<file path="src/rtl/uart_rx_ctrl.sv">
// 8N1 UART receiver with an APB register interface and a small receive FIFO.
// Registers: DATA (0x0, read pops), STATUS (0x4, W1C error flags), CTRL (0x8).
module uart_rx_ctrl #(
   parameter int DIVISOR    = 8,
   parameter int FIFO_DEPTH = 4
) (
   input  logic       clk,
   input  logic       rst,
   input  logic       rx,
   input  logic       psel,
   input  logic       penable,
   input  logic       pwrite,
   input  logic [3:0] paddr,
   input  logic [7:0] pwdata,
   output logic [7:0] prdata,
   output logic       pready,
   output logic       rx_irq
);

   localparam int BW = (DIVISOR > 2) ? $clog2(DIVISOR) : 1;
   localparam int AW = $clog2(FIFO_DEPTH);
   localparam int PW = AW + 1;
   localparam logic [BW-1:0] BAUD_HALF = BW'(DIVISOR / 2 - 1);
   localparam logic [BW-1:0] BAUD_FULL = BW'(DIVISOR - 1);

   typedef enum logic [1:0] {
      IDLE  = 2'd0,
      START = 2'd1,
      DATA  = 2'd2,
      STOP  = 2'd3
   } state_t;

   state_t          state_q, state_d;
   logic [BW-1:0]   baud_q, baud_d;
   logic [2:0]      bit_q, bit_d;
   logic [7:0]      shift_q, shift_d;
   logic            rx_s1_q, rx_s2_q;
   logic            en_q, en_d, irq_en_q, irq_en_d;
   logic            overrun_q, overrun_d, frame_err_q, frame_err_d;
   logic [PW-1:0]   wr_q, wr_d, rd_q, rd_d;
   logic [7:0]      mem_q [FIFO_DEPTH];

   logic rxs;
   logic access, wr_status, wr_ctrl, rd_data;
   logic full, empty, pop, push_req, push_ok, overrun_set, frame_set;
   logic unused_pwdata;

   assign rxs           = rx_s2_q;
   assign unused_pwdata = ^pwdata[7:4];

   assign access    = psel & penable;
   assign wr_status = access & pwrite & (paddr == 4'h4);
   assign wr_ctrl   = access & pwrite & (paddr == 4'h8);
   assign rd_data   = access & ~pwrite & (paddr == 4'h0);

   assign empty = (wr_q == rd_q);
   assign full  = (wr_q[PW-1] != rd_q[PW-1]) && (wr_q[AW-1:0] == rd_q[AW-1:0]);
   assign pop   = rd_data & ~empty;

   // A pop in the same cycle frees the slot, so a push into a full FIFO still fits.
   assign push_ok     = push_req & (~full | pop);
   assign overrun_set = push_req & full & ~pop;

   assign pready = 1'b1;
   assign rx_irq = ~empty & irq_en_q;

   always_comb begin
      state_d   = state_q;
      baud_d    = baud_q;
      bit_d     = bit_q;
      shift_d   = shift_q;
      push_req  = 1'b0;
      frame_set = 1'b0;
      case (state_q)
         IDLE: begin
            if (en_q && !rxs) begin
               state_d = START;
               baud_d  = BAUD_HALF;
            end
         end
         START: begin
            if (baud_q != '0) begin
               baud_d = baud_q - 1'b1;
            end else begin
               baud_d  = BAUD_FULL;
               bit_d   = '0;
               state_d = rxs ? IDLE : DATA;
            end
         end
         DATA: begin
            if (baud_q != '0) begin
               baud_d = baud_q - 1'b1;
            end else begin
               shift_d = {rxs, shift_q[7:1]};
               baud_d  = BAUD_FULL;
               if (bit_q == 3'd7) begin
                  bit_d   = '0;
                  state_d = STOP;
               end else begin
                  bit_d = bit_q + 3'd1;
               end
            end
         end
         STOP: begin
            if (baud_q != '0) begin
               baud_d = baud_q - 1'b1;
            end else begin
               push_req  = rxs;
               frame_set = ~rxs;
               baud_d    = '0;
               state_d   = IDLE;
            end
         end
         default: state_d = IDLE;
      endcase
      // Disabling mid-frame abandons the partial byte without touching flags.
      if (state_q != IDLE && !en_q) begin
         state_d   = IDLE;
         baud_d    = '0;
         bit_d     = '0;
         push_req  = 1'b0;
         frame_set = 1'b0;
      end
   end

   always_comb begin
      en_d        = en_q;
      irq_en_d    = irq_en_q;
      if (wr_ctrl) begin
         en_d     = pwdata[0];
         irq_en_d = pwdata[1];
      end
      overrun_d   = overrun_set | (overrun_q & ~(wr_status & pwdata[3]));
      frame_err_d = frame_set | (frame_err_q & ~(wr_status & pwdata[2]));
      wr_d        = push_ok ? wr_q + 1'b1 : wr_q;
      rd_d        = pop ? rd_q + 1'b1 : rd_q;
   end

   always_comb begin
      prdata = '0;
      if (access && !pwrite) begin
         case (paddr)
            4'h0:    prdata = empty ? 8'h00 : mem_q[rd_q[AW-1:0]];
            4'h4:    prdata = {4'b0, overrun_q, frame_err_q, full, ~empty};
            4'h8:    prdata = {6'b0, irq_en_q, en_q};
            default: prdata = '0;
         endcase
      end
   end

   always_ff @(posedge clk) begin
      if (rst) begin
         rx_s1_q     <= 1'b1;
         rx_s2_q     <= 1'b1;
         state_q     <= IDLE;
         baud_q      <= '0;
         bit_q       <= '0;
         shift_q     <= '0;
         en_q        <= 1'b0;
         irq_en_q    <= 1'b0;
         overrun_q   <= 1'b0;
         frame_err_q <= 1'b0;
         wr_q        <= '0;
         rd_q        <= '0;
      end else begin
         rx_s1_q     <= rx;
         rx_s2_q     <= rx_s1_q;
         state_q     <= state_d;
         baud_q      <= baud_d;
         bit_q       <= bit_d;
         shift_q     <= shift_d;
         en_q        <= en_d;
         irq_en_q    <= irq_en_d;
         overrun_q   <= overrun_d;
         frame_err_q <= frame_err_d;
         wr_q        <= wr_d;
         rd_q        <= rd_d;
      end
   end

   always_ff @(posedge clk) begin
      if (!rst && push_ok) begin
         mem_q[wr_q[AW-1:0]] <= shift_q;
      end
   end

endmodule

</file>
<file path="config.mk">
export PLATFORM = sky130hd
export DESIGN_NAME = uart_rx_ctrl
export DESIGN_NICKNAME = d
export VERILOG_FILES = /design/src/rtl/uart_rx_ctrl.sv
export SDC_FILE = /design/constraint.sdc
export NUM_CORES = 1
export LEC_CHECK = 0
export CORE_ASPECT_RATIO = 2
export CORE_UTILIZATION = 35
export DETAILED_ROUTE_END_ITERATION = 8
export PLACE_DENSITY = 0.59
export REMOVE_ABC_BUFFERS = 1
export SLEW_MARGIN = 30
export SYNTH_ARGS = -nofsm -noshare
export SYNTH_HDL_FRONTEND = slang
export SYNTH_SLANG_ARGS = --single-unit
</file>
<file path="constraint.sdc">
create_clock -name clk -period 6.55 [get_ports clk]
set_clock_uncertainty 0.2 [all_clocks]
set_input_delay 0.9825 -clock clk [delete_from_list [all_inputs] [get_ports clk]]
set_output_delay 0.9825 -clock clk [all_outputs]
set_load 0.01 [all_outputs]
</file>
# Yosys cells after proc, flatten, opt, wreduce, memory -nomap -nowiden
# Memory sizes are Yosys's and may differ from the RTL's. A register that Yosys moved wholly into a read port is not among the register bits.
# Index checks and enable logic that the tools add are counted.
# W data, S select, Z words.
[totals]
ramBits = 32
ff_bits = 28
elab_cells = 104
memories = 1
output_inout_bits = 10
[mem_list]
columns = ["name", "depth", "word_bits", "rd", "rd_clocked_by_memory_dff", "write_ports", "line", "source"]
rows = [
  ["mem_q", 4, 8, 1, 1, 1, "41", "logic [7:0] mem_q [FIFO_DEPTH];"],
]
[classes]
bitwise_logic = 26
n_eq_ne = 14
mux = 28
reduce_logical = 19
n_addsub = 4
[ops]
columns = ["operator", "count"]
rows = [
  ["$pmux W8 S3", 1],
  ["$mux W3", 6],
  ["$mux W2", 8],
  ["$mux W8", 2],
  ["$and A1 B1 Y1", 15],
  ["$ne A2 B2 Y1 const B", 5],
  ["$add A3 B1 Y3 const B", 3],
  ["$pmux W3 S3", 1],
  ["$mux W1", 8],
  ["$not A1 Y1", 8],
  ["$pmux W2 S4", 1],
  ["$pmux W3 S2", 1],
  ["$logic_and A1 B1 Y1", 5],
  ["$reduce_and A5 Y1", 1],
  ["$eq A2 B2 Y1 const B", 2],
  ["$eq A4 B3 Y1 const B", 1],
  ["$eq A4 B4 Y1 const B", 1],
  ["$logic_not A1 Y1", 4],
  ["$logic_not A4 Y1", 1],
  ["$reduce_bool A2 Y1", 2],
  ["$reduce_or A2 Y1", 2],
  ["$eq A3 B3 Y1", 1],
  ["$eq A3 B3 Y1 const B", 1],
  ["$or A1 B1 Y1", 3],
  ["8 further kinds", 8],
]

# Longest topological paths before layout
# Gate-level depths: netlist (run 1).
[depth]
depth_word = 9
mapped_depth = 7

# Worst setup path after synthesis (run 1)
# OpenSTA, ideal clock, no wires.
[synth_path]
kind = "input port to output port"
startpoint = "in paddr[0]"
endpoint = "out prdata[1]"
slack_ps = 3093
path_stages = 4
arrival_ps = 2275
cell_sequence = "nand4bb_4 > or3_4 > or3_1 > o21ai_0"
[synth_via]
elab_chain_len = 3
elab_cells_between_ends = 5
cone_classes = "eq/ne (2); mux (2); reduce/logical (1)"
[synth_lines]
columns = ["item", "line", "source"]
rows = [
  ["start, declared", "13", "input logic [3:0] paddr,"],
  ["$eq A4 B4 Y1, or another cell as far along", "142", "case (paddr)"],
  ["$pmux W8 S3 (*)", "142", ""],
  ["$mux W8 (*)", "141", "if (access && !pwrite) begin"],
  ["end, declared", "15", "output logic [7:0] prdata,"],
]
# Mark *: on every way between the ends. The rest lies on a longest branch, timed or not.

# Final worst setup path (run 1)
# Ends and elaborated chain as after synthesis.

==> results of run 1 <==
per-layer routing:
metal | vias up | routed length (um) | share of wire | GRT usage
li1 | 952 | - | - | -
met1 | 930 | 2088 | 0.37 | 0.1397
met2 | 23 | 3376 | 0.59 | 0.2797
met3 | 9 | 117 | 0.020 | 0.03671
met4 | 0 | 129 | 0.023 | 0.08636
met5 | - | 0 | 0 | 0
where the power goes:
part | switching [uW] | internal, uW | leakage, uW
logic | 12.4 | 12.9 | 0.000482
clock network | 164 | 291 | 0.000137
registers | 2.19 | 406 | 0.000538
total | 178 | 710 | 0.00116
cells in the mapped netlist (6+ instances only):
master	count
nor2_1	10
and2_1	6
ha_1	11
nand2_1	20
dfxtp_1	30
nor2b_1	8
edfxtp_1	32
clkbuf_1	6
a21oi_1	20
mux4_2	8
nand4_1	6
inv_1	10
stage by stage:
stage               instances  setup WS (ps)  hold WS, ps
floorplan                 230           3093        189.5
global placement          349           2102        210.4
detailed placement        349           2078        196.9
CTS                       364           2077        213.2
global route              364           2037        226.1
finish                    364           2103        210.1
logic make-up after synthesis:
family,share of synthesized area
compound gates,0.1142
xor+xnor,0.009152
buf+inv,0.03312
other cells,0.001306
fa+ha+maj,0.04793
mux,0.06972
simple gates,0.1808
flops,0.5438
registers in the layout, indices dropped and copies added (netlist names), named ones only:
signal       cells
state_q          1
frame_err_q      1
rx_s1_q          1
mem_q           32
shift_q          8
irq_en_q         1
overrun_q        1
bit_q            3
en_q             1
rd_q             3
wr_q             3
rx_s2_q          1
baud_q           3
worst register-to-register path: stages, from the launching register on:
cell and delay (ps):
dfxtp_1 360, inv_1 100, ha_1 410, o21ba_2 240, nand4_1 110, a21oi_1 230
and2_1 440
worst paths after layout:
| kind | startpoint | depth (start not counted) | slack, ps | endpoint |
|---|---|---|---|---|
| worst min register to register | rx_s1_q | 1 | 210 | rx_s2_q |
| worst max-delay path | paddr[0] | 6 | 2100 | prdata[1] |
| worst max register to register | state_q[0] | 6 | 4100 | mem_q[1][0] |
| worst min-delay path | rx_s1_q | 1 | 210 | rx_s2_q |
layout make-up:
type	instances	area, sq um
inverters	10	37.54
well taps	96	120.1
flip-flops and latches	62	1562
fillers	781	4492
clock inverters	6	63.81
repair buffers	23	227.7
clock buffers	9	225.2
multi-input cells	158	1215
==> out/qor.txt, run 1 <==
Most common cell after layout, fill and taps aside: edfxtp_1
Post-CTS Hold Fix Bufs: 0
Port Buf Inserts: 22
Finished Cell Area: 3451 sq um
Iteration count of the initial detailed-routing pass: 4
H-tree depth: 3
Layout cell share with drive strength beyond 1: 0.1455
Async S/R FF share, synth: 0
Inserted Clock Buffers: 9
Clock Path Buffers: 2
TNS Setup: 0 ps
Clock Tree Root: clkbuf_16
Post-DRT Antenna Nets: 0
First-pass GRT wire length: 9135 um
Crit path launch type: primary input
Vias per cell: 5.258
Worst-margin pin slew: 872.5 ps
Die width: 66.05 um
Buf+Inv Stages, Crit Path: 2
Largest net degree at the start of global routing: 25
PostCTS Resize Cnt: 0
Hold Vio Cnt, Final: 0
P&R area growth vs syn: 20.17%
Leading post-synthesis cells by cell area: edfxtp_1 33%, dfxtp_1 21%, mux4_2 6.3%, ha_1 4.8%, a21oi_1 3.5%
CP max-delay cell: clkdlybuf4s50_1
Status: completed
Synthesized area: 2872 sq um
Top_reg_cell synth: edfxtp_1
Post-synth cell types: 53
Clk Latency, worst-skew pair: 330 ps
Pwr Total: 888.1 uW
Crit Path Class: in2out
Cells after Synth: 242
Hold Path Class: reg2reg
Final setup violation count: 0
Mean Syn Cell Area: 11.87 sq um
Max VDD drop: 0.1064 mV
Largest stage delay on the critical path: 550 ps
Ant. Diodes: 0
Initial drt markers: 80
Post-CTS setup buffer count: 0
Final min period: 4447 ps
Fin crit share: 0.6790
DIE HEIGHT: 130.1 um
Final core occ: 0.4345
Max-Cap Viols: 0
CTS tree: built
Post-synth top area cell: edfxtp_1
GRT Total Usage: 0.1488
Leakage: 0.001158 uW
Sequential area share after synthesis: 0.5438
Final wirelength: 5712 um
Nets: 293
Top delay family on crit path: simple AND/OR/NAND/NOR gates
Post-synth EDFFs: 32
GR Overflow Total: 0
Power Dens Cells: 257.3 nW/um^2
Vias in the first global route: 1875
Crit end category: output port
Area after DPL: 3162 sq um
Slew HR: 0.4171
Io pins: 28
Arr. time, crit path: 3260 ps
CP Data Required Time: 5370 ps
Slew Viols, Final: 0
Via count: 1914
Post-DP HPWL: 4116 um
FP Rows: 46
DRC Markers: 0
Initial Utilization: 0.3615
Most common cell type on the critical path: clkdlybuf4s50_1
Clock transition at path regs: 50 ps
Top-area cell type share of the netlist area: 0.3346
Die area: 8593 sq um
FMAX: 224.9 MHz
Yosys reg bits: 62
Clk sinks: 62
Most frequent cells in the layout: 32 x edfxtp_1, 30 x dfxtp_1, 22 x clkdlybuf4s50_1
Worst-path cell chain: clkdlybuf4s50_1, nand4bb_4, or3_4, or3_1, o21ai_0, clkdlybuf4s50_1
Initial antenna violation count: 0
GPL Wtd Cong: 0.7913
RSZ-0062 raised after global routing: false
Post-DR wirelength/cell: 15.69 um
Crit-path max FO: 6
Core area: 7943 sq um
Synth warn: 0
Power figures use the tool's default switching activity.
==> run 2: changes to the inputs <==
==> constraint.sdc (replaced) <==
create_clock -name clk -period 4.36 [get_ports clk]
set_clock_uncertainty 0.2 [all_clocks]
set_input_delay 0.654 -clock clk [delete_from_list [all_inputs] [get_ports clk]]
set_output_delay 0.654 -clock clk [all_outputs]
set_load 0.01 [all_outputs]
==> run 2 against run 1 <==
  * Die area unchanged
  * Sequential power up 50%
  * Sequential share of layout area down 0.11 points
  * Power is 50% higher
  * Register-to-register slack lost 2200 ps
  * Hold slack gained 2.9 ps
  * Non-clock buffer count rose by 1
  * Critical path type unchanged
==> out/qor.txt, run 2 (synthesis gave the netlist of run 1 again) <==
Status: completed
Final min period: 3771 ps
Leakage: 0.001157 uW (about the same)
TNS Setup: 0 ps (unchanged)
Io pins: 28 (unchanged)
Crit-path max FO: 6 (unchanged)
Post-DP HPWL: 4183 um (+1.6%)
Die width: 66.05 um (unchanged)
Clock transition at path regs: 50 ps (about the same)
Hold Path Class: reg2reg
GR Overflow Total: 0 (unchanged)
Crit end category: output port
RSZ-0062 raised after global routing: false
R2R cell count: 6 (unchanged)
Clock Path Buffers: 2 (unchanged)
DIE HEIGHT: 130.1 um (unchanged)
P&R area growth vs syn: 20.48%
GRT Total Usage: 0.1529 (+0.004129)
Largest register FFs: 32 (unchanged)
Most frequent cells in the layout: 32 x edfxtp_1, 30 x dfxtp_1, 22 x clkdlybuf4s50_1
Via count: 1911 (-0.16%)
Hold Vio Cnt, Final: 0 (unchanged)
Arr. time, crit path: 2920 ps (-340 ps)
FMAX: 265.2 MHz
Reg power frac: 0.460 (about the same)
Layout cell share with drive strength beyond 1: 0.1444 (-0.001078)
Area after DPL: 3169 sq um (+0.24%)
Clock share of power: 0.511 (about the same)
Internal power: 1066 uW (+50%)
Post-CTS Hold Fix Bufs: 0 (unchanged)
Reg-to-Reg End: mem_q[2][0]
DRC Markers: 0 (unchanged)
Vias per cell: 5.221 (-0.70%)
Vias in the first global route: 1912 (+2.0%)
Post-DR wirelength/cell: 15.67 um (-0.15%)
Finished Cell Area: 3460 sq um (+0.25%)
Hold Path Depth: 1 (unchanged)
Clk Latency, worst-skew pair: 320 ps (about the same)
Max-Cap Viols: 0 (unchanged)
First-pass GRT wire length: 9328 um (+2.1%)
Largest net degree at the start of global routing: 25 (unchanged)
Post-Place Worst Slack: 551.5 ps (-1526 ps)
Initial antenna violation count: 0 (unchanged)
Nets: 294 (+0.34%)
R2r startpoint: state_q[0]
Hold endpoint: rx_s2_q
Power Dens Cells: 385.1 nW/um^2 (+50%)
Crit Path Class: in2out
Net Sw Power: 266.7 uW (+50%)
Sw frac: 0.2001 (-0.0006054)
Most common cell after layout, fill and taps aside: edfxtp_1
Final wirelength: 5735 um (+0.40%)
Worst reg-to-reg setup slack: 1920 ps (-2180 ps)
FP Rows: 46 (unchanged)
Post-DRT Antenna Nets: 0 (unchanged)
Iteration count of the initial detailed-routing pass: 4 (unchanged)
Initial drt markers: 108 (+35%)
Comb pwr share: 0.029 (about the same)
Slew Viols, Final: 0 (unchanged)
Inserted Clock Buffers: 9 (unchanged)
Ant. Diodes: 0 (unchanged)
Final core occ: 0.4356 (+0.001102)
Initial Utilization: 0.3615 (unchanged)
Core area: 7943 sq um (unchanged)
Die area: 8593 sq um (unchanged)
Slew HR: 0.6135 (+0.1964)
Port Buf Inserts: 22 (unchanged)
Fillers: 763 (-2.3%)
Clk sinks: 62 (unchanged)
Final setup violation count: 0 (unchanged)
CTS tree: built
Setup ws final: 588.9 ps (-1514 ps)
GPL Wtd Cong: 0.8207 (+3.7%)
Max VDD drop: 0.1806 mV (+70%)
Crit path launch type: primary input
CP Data Required Time: 3510 ps (-1860 ps)
Clock Tree Root: clkbuf_16
H-tree depth: 3 (unchanged)
Hold Startpoint: rx_s1_q
PostCTS Resize Cnt: 0 (unchanged)
Post-CTS setup buffer count: 0 (unchanged)
Worst-margin pin slew: 579.0 ps (-293.5 ps)
Fin crit share: 0.8649
==> run 2: worst max path at each step <==
| stage | start | end | slack (ps) | cells after the start |
|---|---|---|---|---|
| 2_1_floorplan | paddr[0] | prdata[1] | 1560 | 4 |
| 6_report | psel | prdata[1] | 590 | 6 |
| 3_3_place_gp | psel | prdata[1] | 570 | 6 |
| 5_1_grt | paddr[0] | prdata[1] | 520 | 6 |
| 3_5_place_dp | psel | prdata[1] | 550 | 6 |
| 4_1_cts | psel | prdata[1] | 560 | 6 |
==> run 2: area by class of cell <==
| type | count | area [sq um] | share of cell area |
|---|---|---|---|
| clock inverters | 7 | 65.06 | 0.01881 |
| flip-flops and latches | 62 | 1562 | 0.4514 |
| multi-input cells | 158 | 1215 | 0.3512 |
| inverters | 10 | 37.54 | 0.01085 |
| well taps | 96 | 120.1 | 0.03472 |
| clock buffers | 9 | 225.2 | 0.06510 |
| repair buffers | 24 | 235.2 | 0.06799 |
==> run 2: worst max-delay path: stages <==
cell,delay (ps)
clkdlybuf4s50_1,520
nand4bb_4,140
or3_4,380
or3_1,480
o21ai_0,190
clkdlybuf4s50_1,550
==> run 2: routing by layer <==
metal,up-vias,global-route usage,part of all wire
met5,-,0,0
met4,0,0.09762,0.029
met3,9,0.03934,0.019
met2,18,0.2761,0.58
met1,927,0.1492,0.37
li1,957,-,-
==> run 2: power by group through the flow <==
stage	clock, uW	combinational [uW]	sequential (uW)
2_1_floorplan	0	15.7	624
3_3_place_gp	0	38.2	625
3_5_place_dp	0	38.3	625
4_1_cts	696	38.5	613
5_1_grt	726	41.9	613
6_report	681	38.1	613
==> run 2: stage by stage <==
| stage | total power [uW] | hold slack (ps) | cells |
|---|---|---|---|
| 5_1_grt | 1381 | 246.5 | 366 |
| 2_1_floorplan | 639.6 | 189.5 | 230 |
| 3_3_place_gp | 663.1 | 211.3 | 350 |
| 6_report | 1332 | 213.0 | 366 |
| 3_5_place_dp | 663.3 | 202.1 | 350 |
| 4_1_cts | 1347 | 217.5 | 366 |
==> run 3: changes to the inputs <==
--- a/config.mk
+++ b/config.mk
@@ -8,6 +8,7 @@
 export CORE_ASPECT_RATIO = 2
 export CORE_UTILIZATION = 35
 export DETAILED_ROUTE_END_ITERATION = 8
+export GPL_TIMING_DRIVEN = 0
 export PLACE_DENSITY = 0.59
 export REMOVE_ABC_BUFFERS = 1
 export SLEW_MARGIN = 30
==> run 3 against run 2 <==
  * Non-clock buffer count fell by 2
  * Setup slack got worse by 13 ps
  * Count of clock-buffer cells in the layout grew 3
==> out/qor.txt, run 3 (synthesis gave the netlist of run 1 again) <==
Status: completed
Post-CTS setup buffer count: 0 (unchanged)
Die width: 66.05 um (unchanged)
Fillers: 749 (-1.8%)
Post-CTS Hold Fix Bufs: 0 (unchanged)
Largest stage delay on the critical path: 550 ps (about the same)
Buf+Inv Stages, Crit Path: 2 (unchanged)
Clk sinks: 62 (unchanged)
Worst-path cell chain: clkdlybuf4s50_1, nand4bb_4, or3_4, or3_1, o21ai_0, clkdlybuf4s50_1
Port Buf Inserts: 22 (unchanged)
TNS Setup: 0 ps (unchanged)
Most frequent cells in the layout: 32 x edfxtp_1, 30 x dfxtp_1, 22 x clkdlybuf4s50_1
Hold Startpoint: rx_s1_q
CP max-delay cell: clkdlybuf4s50_1
Hold Path Depth: 1 (unchanged)
Inserted Clock Buffers: 9 (unchanged)
Crit end category: output port
P&R area growth vs syn: 21.13%
H-tree depth: 3 (unchanged)
Nets: 292 (-0.68%)
Clock share of power: 0.535 (+0.024)
R2R cell count: 6 (unchanged)
Vias in the first global route: 1930 (+0.94%)
Clock Path Buffers: 2 (unchanged)
Vias per cell: 5.272 (+0.97%)
CTS tree: built
Internal power: 1143 uW (+7.3%)
Via count: 1919 (+0.42%)
Hold Vio Cnt, Final: 0 (unchanged)
CP Data Required Time: 3510 ps (about the same)
Die area: 8593 sq um (unchanged)
Initial antenna violation count: 0 (unchanged)
First-pass GRT wire length: 9321 um (about the same)
Area after DPL: 3154 sq um (-0.47%)
Net Sw Power: 256.8 uW (-3.7%)
Leakage: 0.001171 uW (+1.2%)
Reg-to-Reg End: mem_q[2][6]
Worst reg-to-reg setup slack: 1910 ps (about the same)
Comb pwr share: 0.027 (-0.002)
Hold Path Class: reg2reg
GPL Wtd Cong: 0.7733 (-5.8%)
FP Rows: 46 (unchanged)
Post-DRT Antenna Nets: 0 (unchanged)
Largest net degree at the start of global routing: 25 (unchanged)
Final core occ: 0.4379 (+0.002363)
Top delay family on crit path: simple AND/OR/NAND/NOR gates
Arr. time, crit path: 2930 ps (about the same)
Post-DP HPWL: 4284 um (+2.4%)
Io pins: 28 (unchanged)
Power Dens Cells: 402.6 nW/um^2 (+4.5%)
Largest register FFs: 32 (unchanged)
DIE HEIGHT: 130.1 um (unchanged)
DRC Markers: 0 (unchanged)
Fin crit share: 0.8680 (+0.003043)
Crit path launch type: primary input
Clock transition at path regs: 50 ps (about the same)
Max VDD drop: 0.1983 mV (+9.8%)
Most common cell after layout, fill and taps aside: edfxtp_1
PostCTS Resize Cnt: 0 (unchanged)
Sw frac: 0.1834 (-0.01674)
Crit-path max FO: 6 (unchanged)
Initial drt markers: 58 (-46%)
Hold endpoint: rx_s2_q
Clk Latency, worst-skew pair: 320 ps (about the same)
Ant. Diodes: 0 (unchanged)
Max-Cap Viols: 0 (unchanged)
Slew Viols, Final: 0 (unchanged)
Final min period: 3784 ps (+13.27 ps)
Core area: 7943 sq um (unchanged)
Crit Path Class: in2out
Post-DR wirelength/cell: 15.99 um (+2.0%)
Layout cell share with drive strength beyond 1: 0.1418 (-0.002653)
Final wirelength: 5819 um (+1.5%)
FMAX: 264.2 MHz (-0.35%)
Iteration count of the initial detailed-routing pass: 4 (unchanged)
Initial Utilization: 0.3615 (unchanged)
Worst-margin pin slew: 883.1 ps (+304.1 ps)
Finished Cell Area: 3478 sq um (+0.54%)
Slew HR: 0.4094 (-0.2040)
Reg power frac: 0.438 (-0.022)
GRT Total Usage: 0.1524 (-0.0005805)
Final setup violation count: 0 (unchanged)
RSZ-0062 raised after global routing: false
Most common cell type on the critical path: clkdlybuf4s50_1
Clock Tree Root: clkbuf_16
GR Overflow Total: 0 (unchanged)
R2r startpoint: state_q[0]
## run 3: stage by stage
step,worst slack (ps),power [uW],cells,hold WS (ps)
6_report,575.7,1400,364,220.3
2_1_floorplan,1560,639.6,230,189.5
5_1_grt,492.0,1444,364,241.2
3_5_place_dp,543.4,663.1,348,207.0
4_1_cts,546.0,1414,364,218.7
3_3_place_gp,555.0,662.5,348,207.0
## run 3: power by group through the flow
stage | combinational, uW | sequential [uW] | clock [uW]
6_report | 38.0 | 614 | 749
3_3_place_gp | 37.6 | 625 | 0
2_1_floorplan | 15.7 | 624 | 0
3_5_place_dp | 38.1 | 625 | 0
4_1_cts | 38.2 | 613 | 762
5_1_grt | 41.2 | 613 | 790
## run 3: how the worst max path moves through the flow
stage | from | end | slack [ps] | depth (start not counted)
CTS | paddr[0] | prdata[1] | 550 | 6
global route | paddr[0] | prdata[1] | 490 | 6
finish | paddr[0] | prdata[1] | 580 | 6
global placement | psel | prdata[1] | 560 | 6
detailed placement | paddr[0] | prdata[1] | 540 | 6
floorplan | paddr[0] | prdata[1] | 1560 | 4
## run 3: area by class of cell
type | instances | area (sq um) | area share
clock inverters | 4 | 72.57 | 0.02086
repair buffers | 22 | 220.2 | 0.06331
clock buffers | 12 | 246.5 | 0.07086
multi-input cells | 158 | 1220 | 0.3507
inverters | 10 | 37.54 | 0.01079
flip-flops and latches | 62 | 1562 | 0.4489
well taps | 96 | 120.1 | 0.03453
## run 3: metal layers
metal  up-vias  track usage  share of wire
li1        953            -              -
met1       931       0.1530           0.37
met2        24       0.2653           0.58
met3        11      0.03934          0.022
met4         0       0.1076          0.027
met5         -            0              0
